--- config.mk ---
export PLATFORM = sky130hd
export DESIGN_NAME = fifo_rd_ctrl
export DESIGN_NICKNAME = d
export VERILOG_FILES = /design/src/rtl/fifo_pkg.sv /design/src/rtl/rd_skid_buf.sv /design/src/rtl/fifo_rd_ctrl.sv
export SDC_FILE = /design/constraint.sdc
export NUM_CORES = 1
export LEC_CHECK = 0
export ABC_AREA = 1
export BUFFER_PORTS_ARGS = -buffer_cell sky130_fd_sc_hd__clkbuf_2
export CORE_UTILIZATION = 30
export CTS_CLUSTER_DIAMETER = 40
export CTS_CLUSTER_SIZE = 20
export DETAILED_ROUTE_END_ITERATION = 10
export GPL_ROUTABILITY_DRIVEN = 0
export PLACE_DENSITY = 0.55
export SETUP_SLACK_MARGIN = 0.05
export SYNTH_ARGS = -nofsm -noshare
export SYNTH_HDL_FRONTEND = slang
export SYNTH_HIERARCHICAL = 1
export SYNTH_SLANG_ARGS = --single-unit
--- constraint.sdc ---
create_clock -name clk -period 4.35 [get_ports clk]
set_input_delay 0.6525 -clock clk [delete_from_list [all_inputs] [get_ports clk]]
set_output_delay 0.6525 -clock clk [all_outputs]
set_load 0.05 [all_outputs]
--- src/rtl/fifo_pkg.sv ---
// Shared FIFO definitions: pointer-width helpers and the occupancy
// arithmetic used by both the read and write controllers.
package fifo_pkg;

    localparam int unsigned DEF_ADDR_W = 6;
    localparam int unsigned DEF_PTR_W  = DEF_ADDR_W + 1;
    localparam int unsigned MAX_PTR_W  = 32;

    typedef logic [MAX_PTR_W-1:0] wide_ptr_t;

    // Pointer difference modulo 2^w; callers narrow the result to w bits.
    function automatic wide_ptr_t ptr_occ(
        input wide_ptr_t   wr,
        input wide_ptr_t   rd,
        input int unsigned w
    );
        wide_ptr_t mask;
        if (w >= MAX_PTR_W) begin
            mask = '1;
        end else begin
            mask = (wide_ptr_t'(1) << w) - wide_ptr_t'(1);
        end
        return (wr - rd) & mask;
    endfunction

endpackage

--- src/rtl/rd_skid_buf.sv ---
// Two-entry output skid buffer for the FIFO read side.
// Entry 0 is the head presented to the consumer.
module rd_skid_buf #(
    parameter int unsigned W = 64
) (
    input  logic         clk,
    input  logic         rst_n,
    input  logic         push,
    input  logic         pop,
    input  logic         flush,
    input  logic [W-1:0] din,
    output logic [1:0]   count,
    output logic [W-1:0] head_data,
    output logic         head_valid
);

    logic [W-1:0] e0_q, e0_d;
    logic [W-1:0] e1_q, e1_d;
    logic [1:0]   cnt_q, cnt_d;

    always_comb begin
        e0_d  = e0_q;
        e1_d  = e1_q;
        cnt_d = cnt_q;
        if (flush) begin
            e0_d  = '0;
            e1_d  = '0;
            cnt_d = 2'd0;
        end else begin
            case ({push, pop})
                2'b10: begin
                    if (cnt_q == 2'd0) begin
                        e0_d = din;
                    end else begin
                        e1_d = din;
                    end
                    cnt_d = cnt_q + 2'd1;
                end
                2'b01: begin
                    e0_d  = e1_q;
                    cnt_d = cnt_q - 2'd1;
                end
                2'b11: begin
                    // Count is unchanged; the new word lands behind the survivor.
                    if (cnt_q == 2'd2) begin
                        e0_d = e1_q;
                        e1_d = din;
                    end else begin
                        e0_d = din;
                    end
                end
                default: begin
                end
            endcase
        end
    end

    always_ff @(posedge clk or negedge rst_n) begin
        if (!rst_n) begin
            e0_q  <= '0;
            e1_q  <= '0;
            cnt_q <= 2'd0;
        end else begin
            e0_q  <= e0_d;
            e1_q  <= e1_d;
            cnt_q <= cnt_d;
        end
    end

    assign count      = cnt_q;
    assign head_data  = e0_q;
    assign head_valid = (cnt_q != 2'd0);

endmodule

--- src/rtl/fifo_rd_ctrl.sv ---
// FIFO read-side controller: read pointer, array read issue, and a
// first-word-fall-through output stream behind a 2-entry skid buffer.
module fifo_rd_ctrl
    import fifo_pkg::*;
#(
    parameter int unsigned RAM_ADDR_WIDTH = DEF_ADDR_W,
    parameter int unsigned RD_WIDTH       = 64,
    parameter int unsigned RD_IND         = 8,
    parameter int unsigned RD_L2          = 3
) (
    input  logic                      clk,
    input  logic                      rst_n,
    input  logic                      flush,
    input  logic [RAM_ADDR_WIDTH:0]   wr_ptr,
    output logic [RAM_ADDR_WIDTH:0]   rd_ptr,
    output logic [RAM_ADDR_WIDTH-1:0] ram_rd_addr,
    input  logic [RD_WIDTH-1:0]       ram_rd_data,
    output logic [RD_WIDTH-1:0]       m_data,
    output logic                      m_valid,
    input  logic                      m_ready,
    output logic                      empty,
    output logic                      overflow
);

    localparam int unsigned PW = RAM_ADDR_WIDTH + 1;

    logic [PW-1:0] rd_ptr_q, rd_ptr_d;
    logic [PW-1:0] occ;
    logic [PW-1:0] flush_ptr;
    logic          inflight_q, inflight_d;
    logic          ovf_q, ovf_d;
    logic          avail, pop, issue;
    logic [1:0]    count;
    logic [2:0]    slots;

    assign occ = PW'(ptr_occ(wide_ptr_t'(wr_ptr),
                             wide_ptr_t'(rd_ptr_q), PW));
    assign avail     = (occ >= PW'(RD_IND));
    assign pop       = m_valid & m_ready;
    assign flush_ptr = wr_ptr & ~PW'(RD_IND - 1);

    // Slots still committed after this cycle's pop; a read needs one free.
    assign slots = 3'(count) + 3'(inflight_q) - 3'(pop);
    assign issue = avail & ~flush & (slots < 3'd2);

    always_comb begin
        rd_ptr_d   = rd_ptr_q;
        inflight_d = 1'b0;
        ovf_d      = ovf_q | (occ > (PW'(1) << RAM_ADDR_WIDTH));
        if (flush) begin
            rd_ptr_d = flush_ptr;
        end else if (issue) begin
            rd_ptr_d   = rd_ptr_q + PW'(RD_IND);
            inflight_d = 1'b1;
        end
    end

    always_ff @(posedge clk or negedge rst_n) begin
        if (!rst_n) begin
            rd_ptr_q   <= '0;
            inflight_q <= 1'b0;
            ovf_q      <= 1'b0;
        end else begin
            rd_ptr_q   <= rd_ptr_d;
            inflight_q <= inflight_d;
            ovf_q      <= ovf_d;
        end
    end

    rd_skid_buf #(
        .W(RD_WIDTH)
    ) u_skid (
        .clk        (clk),
        .rst_n      (rst_n),
        .push       (inflight_q & ~flush),
        .pop        (pop),
        .flush      (flush),
        .din        (ram_rd_data),
        .count      (count),
        .head_data  (m_data),
        .head_valid (m_valid)
    );

    assign rd_ptr      = rd_ptr_q;
    assign ram_rd_addr = rd_ptr_q[RAM_ADDR_WIDTH-1:0];
    assign overflow    = ovf_q;
    assign empty       = ~avail & ~inflight_q & (count == 2'd0);

endmodule

==> results of run 1 <==
## synth_stat cells (2+ instances only)
library cell and instances:
nand2_1 356, nand3_1 144, dfrtp_1 136, inv_1 83
nor2_1 69, nand3b_1 64, buf_2 36, clkbuf_1 14
buf_1 11, buf_4 9, ha_1 5, o21ai_0 4
a21oi_1 2, nand2_4 2, or2_2 2, xnor2_1 2
## stage by stage
stage | util [%] | power (W)
5_1_grt | 37.9 | 0.00572
2_1_floorplan | - | 0.00336
3_3_place_gp | 35.1 | 0.00387
4_1_cts | 37.9 | 0.00546
6_report | 37.9 | 0.00539
3_5_place_dp | 35.1 | 0.00389
## power by group through the flow
| stage | registers (W) | logic, W | clock network, W |
|---|---|---|---|
| 4_1_cts | 0.00174 | 0.00214 | 0.00158 |
| 3_3_place_gp | 0.00175 | 0.00212 | 0 |
| 5_1_grt | 0.00177 | 0.00231 | 0.00163 |
| 3_5_place_dp | 0.00176 | 0.00213 | 0 |
| 6_report | 0.00174 | 0.00211 | 0.00154 |
| 2_1_floorplan | 0.00236 | 0.000994 | 0 |
## metal layers
| metal | share of wire (%) | global-route usage (%) | vias up |
|---|---|---|---|
| li1 | - | - | 3188 |
| met3 | 5.3 | 3.75 | 12 |
| met5 | 0 | 0 | - |
| met1 | 48 | 22.2 | 2973 |
| met2 | 46 | 26.8 | 160 |
| met4 | 1.2 | 5.60 | 0 |
## layout make-up
cell class,instances,area [um^2]
well taps,313,392
clock buffers,26,519
inverters,84,315
repair buffers,161,845
flip-flops and latches,136,3400
clock inverters,6,110
fillers,2465,14200
multi-input cells,667,3090
## kinds of logic after synthesis
| group | count (synthesis) | synth area share, % |
|---|---|---|
| buf+inv | 154 | 9.23 |
| compound gates | 10 | 1.07 |
| flops | 136 | 47.8 |
| xor+xnor | 2 | 0.246 |
| fa+ha+maj | 6 | 1.16 |
| simple gates | 643 | 40.4 |
| other cells | 1 | 0.0527 |
## worst max path at each step
stage,from,end,slack (ps),depth (start not counted)
after global placement,m_ready,u_skid/head_data[20],1250,9
after detailed placement,u_skid/count[1],u_skid/head_data[20],1210,10
final,u_skid/count[1],u_skid/head_data[20],1200,10
after global routing,u_skid/count[1],u_skid/head_data[8],890,10
after floorplan,rd_ptr[5],empty,1520,9
after CTS,u_skid/count[1],u_skid/head_data[20],1200,10
## state kept, by name, indices dropped and copies added (netlist names)
| register | count |
|---|---|
| rd_ptr | 4 |
| u_skid/head_data | 64 |
| u_skid/e1_q | 64 |
| overflow | 1 |
| u_skid/count | 2 |
| inflight_q | 1 |
==> impl_metrics.tcl, run 1 <==
set metrics [dict create \
    status "finished, final reports clean" \
    initial_core_util_pct 31.0 \
    fin_crit_ps 3150 \
    holdWs_ps 317 \
    firstDrtPassIters 5 \
    p_leak_nw 4.97 \
    dpl_cell_area_um2 8050 \
    design_area_um2 8680 \
    arrival_ps 3510 \
    portBuffers 148 \
    crit_top_cell "nand2_1" \
    cts_max_level 4 \
    rsz0062_at_grt "no" \
    max_slew_margin_pct 39.7 \
    hpwl_um 11600 \
    rows 55 \
    fin_setup_tns_ps 0 \
    ys_ff_latch 136 \
    critPathMaxStageDelay_ps 510 \
    ys_types 29 \
    tightest_slew_ps 905 \
    crit_slowest_cell "buf_4" \
    vias_per_cell 4.55 \
    antenna_left 0 \
    combPwrFrac_pct 39.2 \
    worstSkewPairLatency_ps 420 \
    wl_per_cell_um 13.9 \
    die_w_um 156 \
    yosysSeqAreaShare_pct 47.8 \
    cts.sinks 136 \
    crit_path_end_kind "flip-flop" \
    p_int_w 0.00307 \
    cts_buffer_depth 2 \
    yosys_warnings 6 \
    clkTransAtPathRegs_ps 60 \
    first_global_vias 6202 \
    drv_slew 0 \
    r2r_end "u_skid/head_data[20]" \
    synthFlopType "dfrtp_1" \
    cp_top_family "buffers and inverters" \
    fin_cells 1393 \
    rrSetupSlack_ps 1200 \
    postCtsResizedCells 0 \
    die_height_um 156 \
    yosysTopAreaCell "dfrtp_1" \
    grt_max_degree 89 \
    startpoint_type "flip-flop" \
    async_reset_ff_share_pct 100 \
    finalCritPeriodShare_pct 72.4 \
    routed_wl_um 19400 \
    clockRootBuffer "clkbuf_16" \
    rr_startpoint "u_skid/count[1]" \
    syn_area_per_cell_um2 7.47 \
    critical_path_class "flip-flop to flip-flop" \
    p_seq_share_pct 32.2 \
    peakVddDrop_mv 0.386 \
    ios 155 \
    cp_max_fo 37 \
    ff2ff_path_depth 10 \
    diodes 0 \
    required_ps 4710 \
    dp_slack_ps 1210 \
    setup_viol 0 \
    num_vias 6333 \
    max_freq_mhz 317 \
    antenna_found_initial 1 \
    most-common-layout-cells "nand2_1 (353), clkbuf_2 (146), nand3_1 (143)" \
    report.final.hold_viol_count 0 \
    path_cells "nor2_1 > inv_1 > nand2_1 > inv_2 > buf_4 > nand2_2 > buf_4 > nand2_1 > nand3_1 > nand2_1" \
    fin_ws_ps 1200 \
    drive_gt1_share_pct 19.2 \
    cts_tree "yes" \
    cts_buffers 17 \
    synth_area_leaders "dfrtp_1 (48%), nand2_1 (19%), nand3_1 (10%), nand3b_1 (6.8%), inv_1 (4.4%)" \
    max_cap_viol_count 0 \
    grt_pass1_wl_um 31800 \
    initialDrtViolationCount 362 \
    placed_cells 1361 \
    crit_buf_inv 4 \
    die-area_um2 24300 \
    synth_area_um2 7110 \
    netlist_instances 952 \
    synth_top_area_share_pct 47.8 \
    nets 1148 \
    synth_edf_count 0 \
    fin_skew_ps 7.71 \
    clkPwrFrac_pct 28.6 \
    cts_hold_buffers 0 \
    core_um2 22900 \
    post_cts_buffers 0 \
    grt_use_total_pct 16.7 \
    power_density_nw_per_um2 621 \
    synthToLayoutAreaGrowth_pct 22.0 \
    layout_commonest_cell "nand2_1" \
    p_sw_share_pct 43.0 \
    holdCritPathClass "input pin to asynchronous set/reset pin" \
    p_switching_w 0.00232 \
    remaining_drc_errors 0 \
    grt-ovfl-total 0 \
]
No activity file was read; power rests on OpenSTA's default activity.
==> run 2, diff against run 1 <==
--- a/config.mk
+++ b/config.mk
@@ -12,7 +12,7 @@
 export CTS_CLUSTER_SIZE = 20
 export DETAILED_ROUTE_END_ITERATION = 10
 export GPL_ROUTABILITY_DRIVEN = 0
-export PLACE_DENSITY = 0.55
+export PLACE_DENSITY = 0.57
 export SETUP_SLACK_MARGIN = 0.05
 export SYNTH_ARGS = -nofsm -noshare
 export SYNTH_HDL_FRONTEND = slang
==> constraint.sdc (replaced) <==
create_clock -name clk -period 2.7 [get_ports clk]
set_input_delay 0.405 -clock clk [delete_from_list [all_inputs] [get_ports clk]]
set_output_delay 0.405 -clock clk [all_outputs]
set_load 0.05 [all_outputs]
==> run 2 against run 1 <==
Against the previous run: count of clock-buffer cells in the layout decreased by 9; cell count increased by 0.65%; sequential power increased by 60%; global-route usage is 0.41 points higher; power increased by 61%; register-to-register slack worse by 1000 ps; critical path depth is 3 higher; maximum frequency grew 25%; routed wire length increased by 1.8%; clock power is 55% higher; highest routed layer unchanged.
==> impl_metrics.tcl, run 2 (synthesis gave the netlist of run 1 again) <==
set metrics [dict create \
    status "finished, final reports clean" \
    drv_slew 0 \
    fin_skew_ps 8.80 \
    wl_per_cell_um 14.1 \
    antenna_left 0 \
    core_um2 22900 \
    power_density_nw_per_um2 990 \
    fin_crit_ps 2510 \
    max_freq_mhz 398 \
    fin_ws_ps 185 \
    route.met2.wl_um 9050 \
    initial_core_util_pct 31.0 \
    grt_max_degree 70 \
    required_ps 3050 \
    nets 1157 \
    placed_cells 1368 \
    cts_tree "yes" \
    die_height_um 156 \
    wl_met1_um 9620 \
    max_cap_viol_count 0 \
    cp_max_fo 6 \
    cts.sinks 136 \
    cts_buffer_depth 2 \
    fin_cells 1402 \
    routed_wl_um 19700 \
    ios 155 \
    firstDrtPassIters 4 \
    die_w_um 156 \
    hpwl_um 11800 \
    report.final.hold_viol_count 0 \
    arrival_ps 2860 \
    setup_viol 0 \
    holdCritPathClass "input pin to flip-flop" \
    peakVddDrop_mv 0.593 \
    grt-ovfl-total 0 \
    rsz0062_at_grt "no" \
    critical_path_class "flip-flop to flip-flop" \
    fill_cells 2482 \
    finalCritPeriodShare_pct 93.1 \
    clockRootBuffer "clkbuf_16" \
    grt_pass1_wl_um 32600 \
    r2r_end "rd_ptr[4]" \
    diodes 0 \
    cts_max_level 4 \
    tightest_slew_ps 802 \
    worstSkewPairLatency_ps 420 \
    fin_setup_tns_ps 0 \
    remaining_drc_errors 0 \
    startpoint_type "flip-flop" \
    vias_per_cell 4.54 \
    grt_use_total_pct 17.1 \
    top_layer "met4" \
    rr_startpoint "u_skid/count[0]" \
    most-common-layout-cells "nand2_1 (353), clkbuf_2 (145), nand3_1 (143)" \
    drive_gt1_share_pct 20.5 \
    ff2ff_path_depth 13 \
    die-area_um2 24300 \
    synthToLayoutAreaGrowth_pct 23.3 \
    crit_end "rd_ptr[4]" \
    num_vias 6359 \
    antenna_found_initial 0 \
    crit_start "u_skid/count[0]" \
    rrSetupSlack_ps 190 \
    cts_buffers 17 \
    first_global_vias 6264 \
    crit_path_end_kind "flip-flop" \
    layout_commonest_cell "nand2_1" \
    initialDrtViolationCount 317 \
    max_slew_margin_pct 46.5 \
    clkTransAtPathRegs_ps 60 \
    rows 55 \
    portBuffers 148 \
    dp_slack_ps 191 \
    p_leak_nw 5.02 \
    dr_wl_met3_um 872 \
]
run 2: worst min path at each step:
stage | start | endpoint | slack [ps] | cells after the start
after floorplan | rst_n | inflight_q | 110 | 0
after global placement | rst_n | u_skid/head_data[60] | 350 | 1
after detailed placement | rst_n | u_skid/head_data[57] | 350 | 1
after CTS | ram_rd_data[34] | u_skid/head_data[34] | 290 | 5
after global routing | ram_rd_data[37] | u_skid/head_data[37] | 310 | 5
final | ram_rd_data[10] | u_skid/head_data[10] | 310 | 5
run 2: where the power goes:
group          switching, W  internal [W]  total [W]
sequential         0.000280       0.00251    0.00279
combinational       0.00259      0.000908    0.00350
clock              0.000938       0.00146    0.00239
run 2: critical path, stage by stage, from the launching register on:
cell      delay [ps]
dfrtp_1          390
nor2_2           150
inv_2             70
nand2_1           80
inv_2             40
ha_1             270
or2_2            300
fa_1             480
o21ai_0           90
a211oi_2         280
nand2_4          110
nand2_4           80
nand2_1           50
nand2_1           50
run 2: final cells by class:
type | instances | area [um^2] | share of cell area, %
clock buffer | 17 | 425 | 4.85
clock inverter | 15 | 179 | 2.04
inverter | 84 | 315 | 3.60
multi-input combinational | 667 | 3100 | 35.3
sequential | 136 | 3410 | 38.9
tap | 313 | 392 | 4.47
timing repair buffer | 170 | 955 | 10.9
run 2: per-stage QoR:
| step | power [W] | util, % | hold WS (ps) | instance area, um^2 |
|---|---|---|---|---|
| after detailed placement | 0.00634 | 35.5 | 352 | 8140 |
| after global routing | 0.00923 | 38.3 | 312 | 8770 |
| final | 0.00868 | 38.3 | 308 | 8770 |
| after floorplan | 0.00541 | - | 109 | 7130 |
| after global placement | 0.00632 | 35.5 | 351 | 8140 |
| after CTS | 0.00879 | 38.2 | 290 | 8750 |
run 2: per-layer routing:
layer / global-route usage [%] / vias up
li1: - / 3201
met1: 23.4 / 3013
met2: 27.2 / 134
met3: 3.81 / 11
met4: 4.53 / 0
met5: 0 / -
run 2: what timing repair did:
action,CTS,global route
endpoints found under the hold margin,37,0
hold buffers,1,0
resized for setup,0,6
setup endpoints to repair,0,5
buffers inserted,0,1
==> run 3, diff against run 2 <==
--- a/config.mk
+++ b/config.mk
@@ -5,7 +5,6 @@
 export SDC_FILE = /design/constraint.sdc
 export NUM_CORES = 1
 export LEC_CHECK = 0
-export ABC_AREA = 1
 export BUFFER_PORTS_ARGS = -buffer_cell sky130_fd_sc_hd__clkbuf_2
 export CORE_UTILIZATION = 30
 export CTS_CLUSTER_DIAMETER = 40
==> run 3 against run 2 <==
Against the previous run: cell count decreased by 29%; global-route usage decreased by 2.7 points; first-iteration DRC count decreased by 71%; non-clock buffer count decreased by 7; sequential share of layout area increased by 2.9 points; routed wire length decreased by 23%; clock skew increased by 2.1 ps; via count decreased by 28%; highest routed layer unchanged; register-to-register slack improved by 60 ps.
==> impl_metrics.tcl, run 3 <==
set metrics [dict create \
    clockRootBuffer "clkbuf_16" \
    arrival_ps 2720 \
    holdCritPathClass "input pin to flip-flop" \
    layout_commonest_cell "clkbuf_2" \
    peakVddDrop_mv 0.439 \
    drv_slew 0 \
    vias_per_cell 4.60 \
    grt-ovfl-total 0 \
    critical_path_class "flip-flop to flip-flop" \
    cp_max_fo 5 \
    syn_area_per_cell_um2 11.5 \
    rows 53 \
    async_reset_ff_share_pct 100 \
    antenna_found_initial 0 \
    max_cap_viol_count 0 \
    placed_cells 963 \
    synthTopCellsByCount "dfrtp_1 (136), nand2_1 (67), mux2i_1 (65)" \
    setup_viol 0 \
    yosys_warnings 6 \
    wl_met1_um 7140 \
    dr_wl_met3_um 866 \
    die_height_um 149 \
    synth_area_leaders "dfrtp_1 (52%), mux2i_1 (10%), mux2_1 (6.7%), nor2b_1 (5.3%), o21ai_1 (4.7%)" \
    fin_setup_tns_ps 0 \
    fin_skew_ps 10.9 \
    portBuffers 148 \
    synthToLayoutAreaGrowth_pct 24.8 \
    die-area_um2 22300 \
    crit_slowest_cell "fa_1" \
    ys_ff_latch 136 \
    synthFlopType "dfrtp_1" \
    nets 789 \
    report.final.hold_viol_count 0 \
    ys_types 43 \
    initial_core_util_pct 30.8 \
    max_freq_mhz 408 \
    most-common-layout-cells "clkbuf_2 (146), dfrtp_1 (136), nand2_1 (67)" \
    crit_path_end_kind "flip-flop" \
    path_cells "or2_4 > and2_1 > ha_1 > nand2b_1 > fa_1 > nor2b_2 > o211a_4 > o211ai_1" \
    post_cts_buffers 0 \
    cp_top_family "simple AND/OR/NAND/NOR gates" \
    finalCritPeriodShare_pct 90.8 \
    holdWs_ps 257 \
    diodes 0 \
    drive_gt1_share_pct 32.1 \
    yosysSeqAreaShare_pct 52.2 \
    clkTransAtPathRegs_ps 50 \
    cts.sinks 136 \
    cts_buffer_depth 2 \
    synth_edf_count 0 \
    core_um2 21200 \
    final_util_pct 38.5 \
    initialDrtViolationCount 93 \
    worstSkewPairLatency_ps 410 \
    cts_buffers 17 \
    fin_cells 995 \
    required_ps 2970 \
    netlist_instances 566 \
    remaining_drc_errors 0 \
    grt_use_total_pct 14.4 \
    die_w_um 149 \
    fin_crit_ps 2450 \
    wl_per_cell_um 15.3 \
    hpwl_um 9770 \
    synth_most_common_cell "dfrtp_1" \
    crit_buf_inv 0 \
    p_leak_nw 3.84 \
    power_density_nw_per_um2 1040 \
    cts_tree "yes" \
    p_total_w 0.00848 \
    yosysTopAreaCell "dfrtp_1" \
    route.met2.wl_um 7060 \
    routed_wl_um 15200 \
    max_slew_margin_pct 55.1 \
    grt_max_degree 65 \
    cts_max_level 4 \
    firstDrtPassIters 4 \
    grt_pass1_wl_um 24900 \
    status "finished, final reports clean" \
    num_vias 4573 \
    synth_top_area_share_pct 52.2 \
    tightest_slew_ps 674 \
    first_global_vias 4658 \
    ios 155 \
    top_layer "met4" \
    critPathMaxStageDelay_ps 490 \
    rsz0062_at_grt "no" \
    synth_area_um2 6520 \
    antenna_left 0 \
    startpoint_type "flip-flop" \
]
run 3: path summary, 6_finish.rpt:
check | startpoint | to | slack (ps) | cells past startpoint
min | wr_ptr[3] | rd_ptr[3] | 260 | 3
max reg2reg | u_skid/count[0] | rd_ptr[3] | 250 | 8
max | u_skid/count[0] | rd_ptr[3] | 250 | 8
min reg2reg | overflow | overflow | 470 | 2
max in group asynchronous | rst_n | u_skid/head_data[30] | 1530 | 3
min in group asynchronous | rst_n | u_skid/head_data[39] | 420 | 2
run 3: cells by family (layout without fill, tap and decap cells):
logic type                 after synthesis  in the layout  synth area share (%)
and+or+nand+nor                        155            155                  12.4
DFF                                    136            136                  52.2
muxes                                  129            129                  21.1
AOI/OAI and AO/OA                       82             82                  7.35
buffers and inverters                   52            201                  4.89
adders and majority gates                6              6                  1.27
xor gates and xnor gates                 5              5                 0.787
other                                    1              6                0.0575
run 3: stage by stage:
step                worst slack (ps)  cell area (um^2)
floorplan                       60.8              6550
global placement                 179              7530
CTS                              125              8130
global route                     153              8140
detailed placement               136              7530
finish                           249              8140
run 3: power by group:
part | leakage, nW | internal [W] | switching (W) | total (W)
Sequential | 1.76 | 0.00249 | 0.000268 | 0.00276
Clock | 0.282 | 0.00143 | 0.000886 | 0.00232
Combinational | 1.80 | 0.00103 | 0.00237 | 0.00340
run 3: metal layers:
layer  vias up  global-route usage (%)
met3         8                    4.82
met5         -                       0
met2       101                    22.3
li1       2204                       -
met4         0                    4.44
met1      2260                    18.9
run 3: layout make-up:
class / instances / area, um^2
inverters: 7 / 26.3
flip-flops and latches: 136 / 3400
repair buffers: 163 / 925
clock buffers: 21 / 470
clock inverters: 10 / 119
well taps: 275 / 344
fillers: 2108 / 13000
multi-input cells: 383 / 2850
run 3: worst min-delay path: stages:
cell and delay, ps:
clkbuf_2 90, nand2_1 50, o211ai_1 70
run 3: timing repair:
item | in CTS | in global routing
endpoints found under the hold margin | 26 | 0
gates resized for setup | 0 | 2
endpoints found under the setup margin | 0 | 4
hold buffers | 1 | 0
